### src/rtl/sdm_pkg.sv
// Shared constants for the MASH sigma-delta modulator: stage limit, dither LFSR
// definition and the output width helper.
package sdm_pkg;

    localparam int          SDM_MAX_STG = 4;
    localparam int          LFSR_W      = 15;
    localparam logic [14:0] LFSR_SEED   = 15'h0001;
    // Feedback taps for x^15 + x^14 + 1 (bits 14 and 13 of the shift register).
    localparam logic [14:0] LFSR_TAPS   = 15'h6000;

    function automatic int sdm_out_w(input int nstg);
        return nstg + 1;
    endfunction

endpackage

### src/rtl/sdm_acc_stage.sv
// One first-order MASH stage: W-bit phase accumulator whose overflow is the
// stage carry. hold_zero keeps an inactive stage parked at zero.
module sdm_acc_stage
    import sdm_pkg::*;
#(
    parameter int W = 16
) (
    input  logic         clk,
    input  logic         rstn,
    input  logic         en,
    input  logic         clr,
    input  logic         hold_zero,
    input  logic [W-1:0] addend,
    output logic [W-1:0] sum,
    output logic         carry
);

    logic [W-1:0] acc;
    logic [W:0]   full;

    assign full  = {1'b0, acc} + {1'b0, addend};
    assign sum   = full[W-1:0];
    assign carry = hold_zero ? 1'b0 : full[W];

    always_ff @(posedge clk or negedge rstn) begin
        if (!rstn) begin
            acc <= '0;
        end else if (clr) begin
            acc <= '0;
        end else if (en) begin
            acc <= hold_zero ? '0 : full[W-1:0];
        end
    end

endmodule

### src/rtl/sdm_mash_n.sv
// MASH 1-1-..-1 sigma-delta modulator with run-time order selection, optional
// LFSR dither on stage 1, and registered noise-cancelled output.
module sdm_mash_n
    import sdm_pkg::*;
#(
    parameter int W      = 16,
    parameter int NSTG   = 3,
    parameter int DITHER = 0
) (
    input  logic                   clk,
    input  logic                   rstn,
    input  logic                   en,
    input  logic                   clr,
    input  logic [1:0]             order,
    input  logic [W-1:0]           din,
    output logic signed [NSTG:0]   dout,
    output logic                   dout_vld,
    output logic [NSTG-1:0]        carry
);

    localparam int         OW      = sdm_out_w(NSTG);
    localparam logic [1:0] MAX_ORD = 2'(NSTG - 1);

    // Sample handshake: each cycle with en=1 (and clr=0) consumes din and
    // produces one dout, flagged by a one-cycle dout_vld pulse on the next cycle.
    logic [1:0]          ord_eff;
    logic [NSTG-1:0]     active;
    logic [LFSR_W-1:0]   lfsr;
    logic                dith;
    logic [W-1:0]        stg_in  [NSTG];
    logic [W-1:0]        stg_sum [NSTG];
    logic [NSTG-1:0]     c;
    logic signed [OW-1:0] dreg [NSTG][NSTG];
    logic signed [OW-1:0] dnxt [NSTG][NSTG];
    logic signed [OW-1:0] y;
    logic signed [OW-1:0] d;

    assign ord_eff   = (order > MAX_ORD) ? MAX_ORD : order;
    assign dith      = (DITHER != 0) ? lfsr[0] : 1'b0;
    assign stg_in[0] = din + W'(dith);

    always_ff @(posedge clk or negedge rstn) begin
        if (!rstn) begin
            lfsr <= LFSR_SEED;
        end else if (clr) begin
            lfsr <= LFSR_SEED;
        end else if (en) begin
            lfsr <= {lfsr[LFSR_W-2:0], ^(lfsr & LFSR_TAPS)};
        end
    end

    for (genvar k = 0; k < NSTG; k++) begin : g_stage
        assign active[k] = (ord_eff >= 2'(k));
        if (k > 0) begin : g_chain
            assign stg_in[k] = stg_sum[k-1];
        end
        sdm_acc_stage #(.W(W)) u_stage (
            .clk       (clk),
            .rstn      (rstn),
            .en        (en),
            .clr       (clr),
            .hold_zero (!active[k]),
            .addend    (stg_in[k]),
            .sum       (stg_sum[k]),
            .carry     (c[k])
        );
    end

    // Stage k gets k cascaded first differences; dreg[k][j] holds the previous
    // input of difference j. Masking by active makes a stage drop out instantly.
    always_comb begin
        y = '0;
        d = '0;
        for (int k = 0; k < NSTG; k++) begin
            for (int j = 0; j < NSTG; j++) begin
                dnxt[k][j] = '0;
            end
        end
        for (int k = 0; k < NSTG; k++) begin
            d = {{(OW-1){1'b0}}, c[k]};
            for (int j = 0; j < NSTG; j++) begin
                if (j < k) begin
                    dnxt[k][j] = active[k] ? d : '0;
                    d = d - (active[k] ? dreg[k][j] : '0);
                end
            end
            y = y + d;
        end
    end

    always_ff @(posedge clk or negedge rstn) begin
        if (!rstn) begin
            dout     <= '0;
            dout_vld <= 1'b0;
            carry    <= '0;
            for (int k = 0; k < NSTG; k++) begin
                for (int j = 0; j < NSTG; j++) begin
                    dreg[k][j] <= '0;
                end
            end
        end else if (clr) begin
            dout     <= '0;
            dout_vld <= 1'b0;
            carry    <= '0;
            for (int k = 0; k < NSTG; k++) begin
                for (int j = 0; j < NSTG; j++) begin
                    dreg[k][j] <= '0;
                end
            end
        end else begin
            dout_vld <= en;
            if (en) begin
                dout  <= y;
                carry <= c;
                for (int k = 0; k < NSTG; k++) begin
                    for (int j = 0; j < NSTG; j++) begin
                        dreg[k][j] <= dnxt[k][j];
                    end
                end
            end
        end
    end

endmodule

### config.mk
export PLATFORM = sky130hd
export DESIGN_NAME = sdm_mash_n
export DESIGN_NICKNAME = d
export VERILOG_FILES = /design/src/rtl/sdm_pkg.sv /design/src/rtl/sdm_acc_stage.sv /design/src/rtl/sdm_mash_n.sv
export SDC_FILE = /design/constraint.sdc
export NUM_CORES = 1
export LEC_CHECK = 0
export ABC_AREA = 1
export CORE_MARGIN = 10
export CORE_UTILIZATION = 30
export CTS_CLUSTER_DIAMETER = 30
export DETAILED_ROUTE_END_ITERATION = 16
export SYNTH_ARGS = -nofsm -noshare
export SYNTH_HDL_FRONTEND = slang
export SYNTH_HIERARCHICAL = 1
export SYNTH_SLANG_ARGS = --single-unit
### constraint.sdc
create_clock -name clk -period 16.1 [get_ports clk]
set_input_delay 1.61 -clock clk [delete_from_list [all_inputs] [get_ports clk]]
set_output_delay 1.61 -clock clk [all_outputs]
set_load 0.1 [all_outputs]
==> run metrics <==
status=completed; CP required=16330 ps; Clock Tree Buf Depth=2; Ys Warns=6; Final HPWL DP=10300 um; CTS resizes=0; CP arrival=slightly above 7000 ps; Setup TNS=0 ps; Mean Syn Cell Area=between 6 and 7 um2; Clock transition at path regs=50 ps; Synth-to-Final Area Change=15.4%; commonest non-fill, non-tap cell in the layout=nand2_1; GRT Util Overall=0.117; DRT Wirelength=~13000 um; Slew Limit Fails=0; full die area=roughly 24000 um2; CP max stage cell=fa_1; post-layout min period=6870 ps; # fillers=1873; Routed Antenna Nets=0; first-pass GRT wire length=approximately 23000 um; CP Max Fanout=5; layout cell share with drive strength beyond 1=0.0864; crit share post-route=0.427; Pleak=3.58 nW; Setup CP Type=input pin to register; unrepaired setup endpoints after global routing=no; Via density=between 4 and 5; most used cell, CP=nand2_1; Peak Freq=between 0.1 and 0.15 GHz; CP Capture Type=register; Final Hold Vio Count=0; antenna cells=0; worst hold path class=register to register; Pre-Repair DR Iteration Count=4; H-tree levels=3; max-cap viol count=0; Num CTS Buffers=9; Worst Tran Pin Value=988 ps; Max stage delay on crit path=about 530 ps; Final Skew=5.61 ps; DRT iter0 DRCs=251; die width=154 um; Final GP Congestion=0.870; cells after synthesis=roughly 800; CTS tree=done; Core Area=~18000 um2; Final nets=921; Ports=30; Mapped Area=5400 um2; average routed wire per standard cell=between 10 and 15 um; I/O Buffers=29; Die H=~150 um; post-CTS setup buffers=0; hold buffers post-CTS=0; initial antenna violation count=0; remaining global-route overflow=0; CP startpoint kind=input pin; Sink Count=60; clk_lat worst skew=340 ps; pin count of the biggest net entering global routing=between 60 and 70; vias in the first global route=4908; Power Density=111 nW/um2; Initial Util=0.303; Layout Utilization=0.350; site row count=49; Max VDD drop=0.0489 mV; DRC violation count after routing=0; most frequent cells in the layout=319 x nand2_1, 119 x inv_1, 60 x dfrtp_1, 51 x ha_1, 48 x nand3_1; clock root cell=clkbuf_16; Slew HR=0.339; vias post-DR=4790; endpoints failing setup=0
-- power breakdown --
group / internal (W) / switching [W]
logic: 0.000119 / 0.000216
registers: 0.000167 / 0.00000994
clock network: 0.000111 / 0.0000695
-- state kept, by name, summed over array words and instances, names as in the netlist --
name / count
g_stage.u_stage/acc: 48
dout: 4
dreg: 4
carry: 3
dout_vld: 1
-- worst max-delay path: cells and delay by family --
| kind | cells | cell delay (ps) |
|---|---|---|
| adder cells (fa/ha/maj) | 8 | 2700 |
| AO/OA/AOI/OAI | 2 | 330 |
| buffers and inverters | 6 | 760 |
| AND/OR/NAND/NOR | 17 | 1710 |
-- routing by layer --
metal	vias up	routed length (um)	global-route usage
li1	2561	-	-
met4	0	263	0.0477
met5	-	0	0
met3	14	459	0.0236
met2	56	6230	0.199
met1	2159	6330	0.141
-- worst paths after layout --
kind	start	to	slack, ps	depth (start not counted)
worst min-delay path	g_stage[0].u_stage/acc[8]	g_stage[0].u_stage/acc[8]	480	2
min in group asynchronous	rstn	g_stage[0].u_stage/acc[2]	1450	2
max in group asynchronous	rstn	dout[0]	14120	2
worst max-delay path	din[0]	dout[3]	9230	33
worst max register to register	g_stage[0].u_stage/acc[0]	dout[3]	10560	32
worst min register to register	g_stage[0].u_stage/acc[8]	g_stage[0].u_stage/acc[8]	480	2
-- layout make-up --
cell class | count | area [um2] | area share
Inverter | 133 | 499 | 0.0800
Clock inverter | 2 | 10.0 | 0.00160
Clock buffer | 13 | 260 | 0.0417
Tap cell | 229 | 287 | 0.0459
Timing Repair Buffer | 33 | 315 | 0.0506
Sequential cell | 60 | 1500 | 0.241
Multi-Input combinational cell | 604 | 3360 | 0.539
-- metrics by stage --
stage	cells	worst slack [ps]	cell area, um2	total power [W]	hold slack [ps]
after global placement	1059	9010	5970	0.000511	465
after detailed placement	1059	8910	5970	0.000513	469
after floorplan	804	9740	5410	0.000440	449
final	1074	9230	6240	0.000693	479
after CTS	1074	9240	6240	0.000699	485
after global routing	1074	8680	6240	0.000758	498
Note: power is estimated with default switching activity, not from simulation.
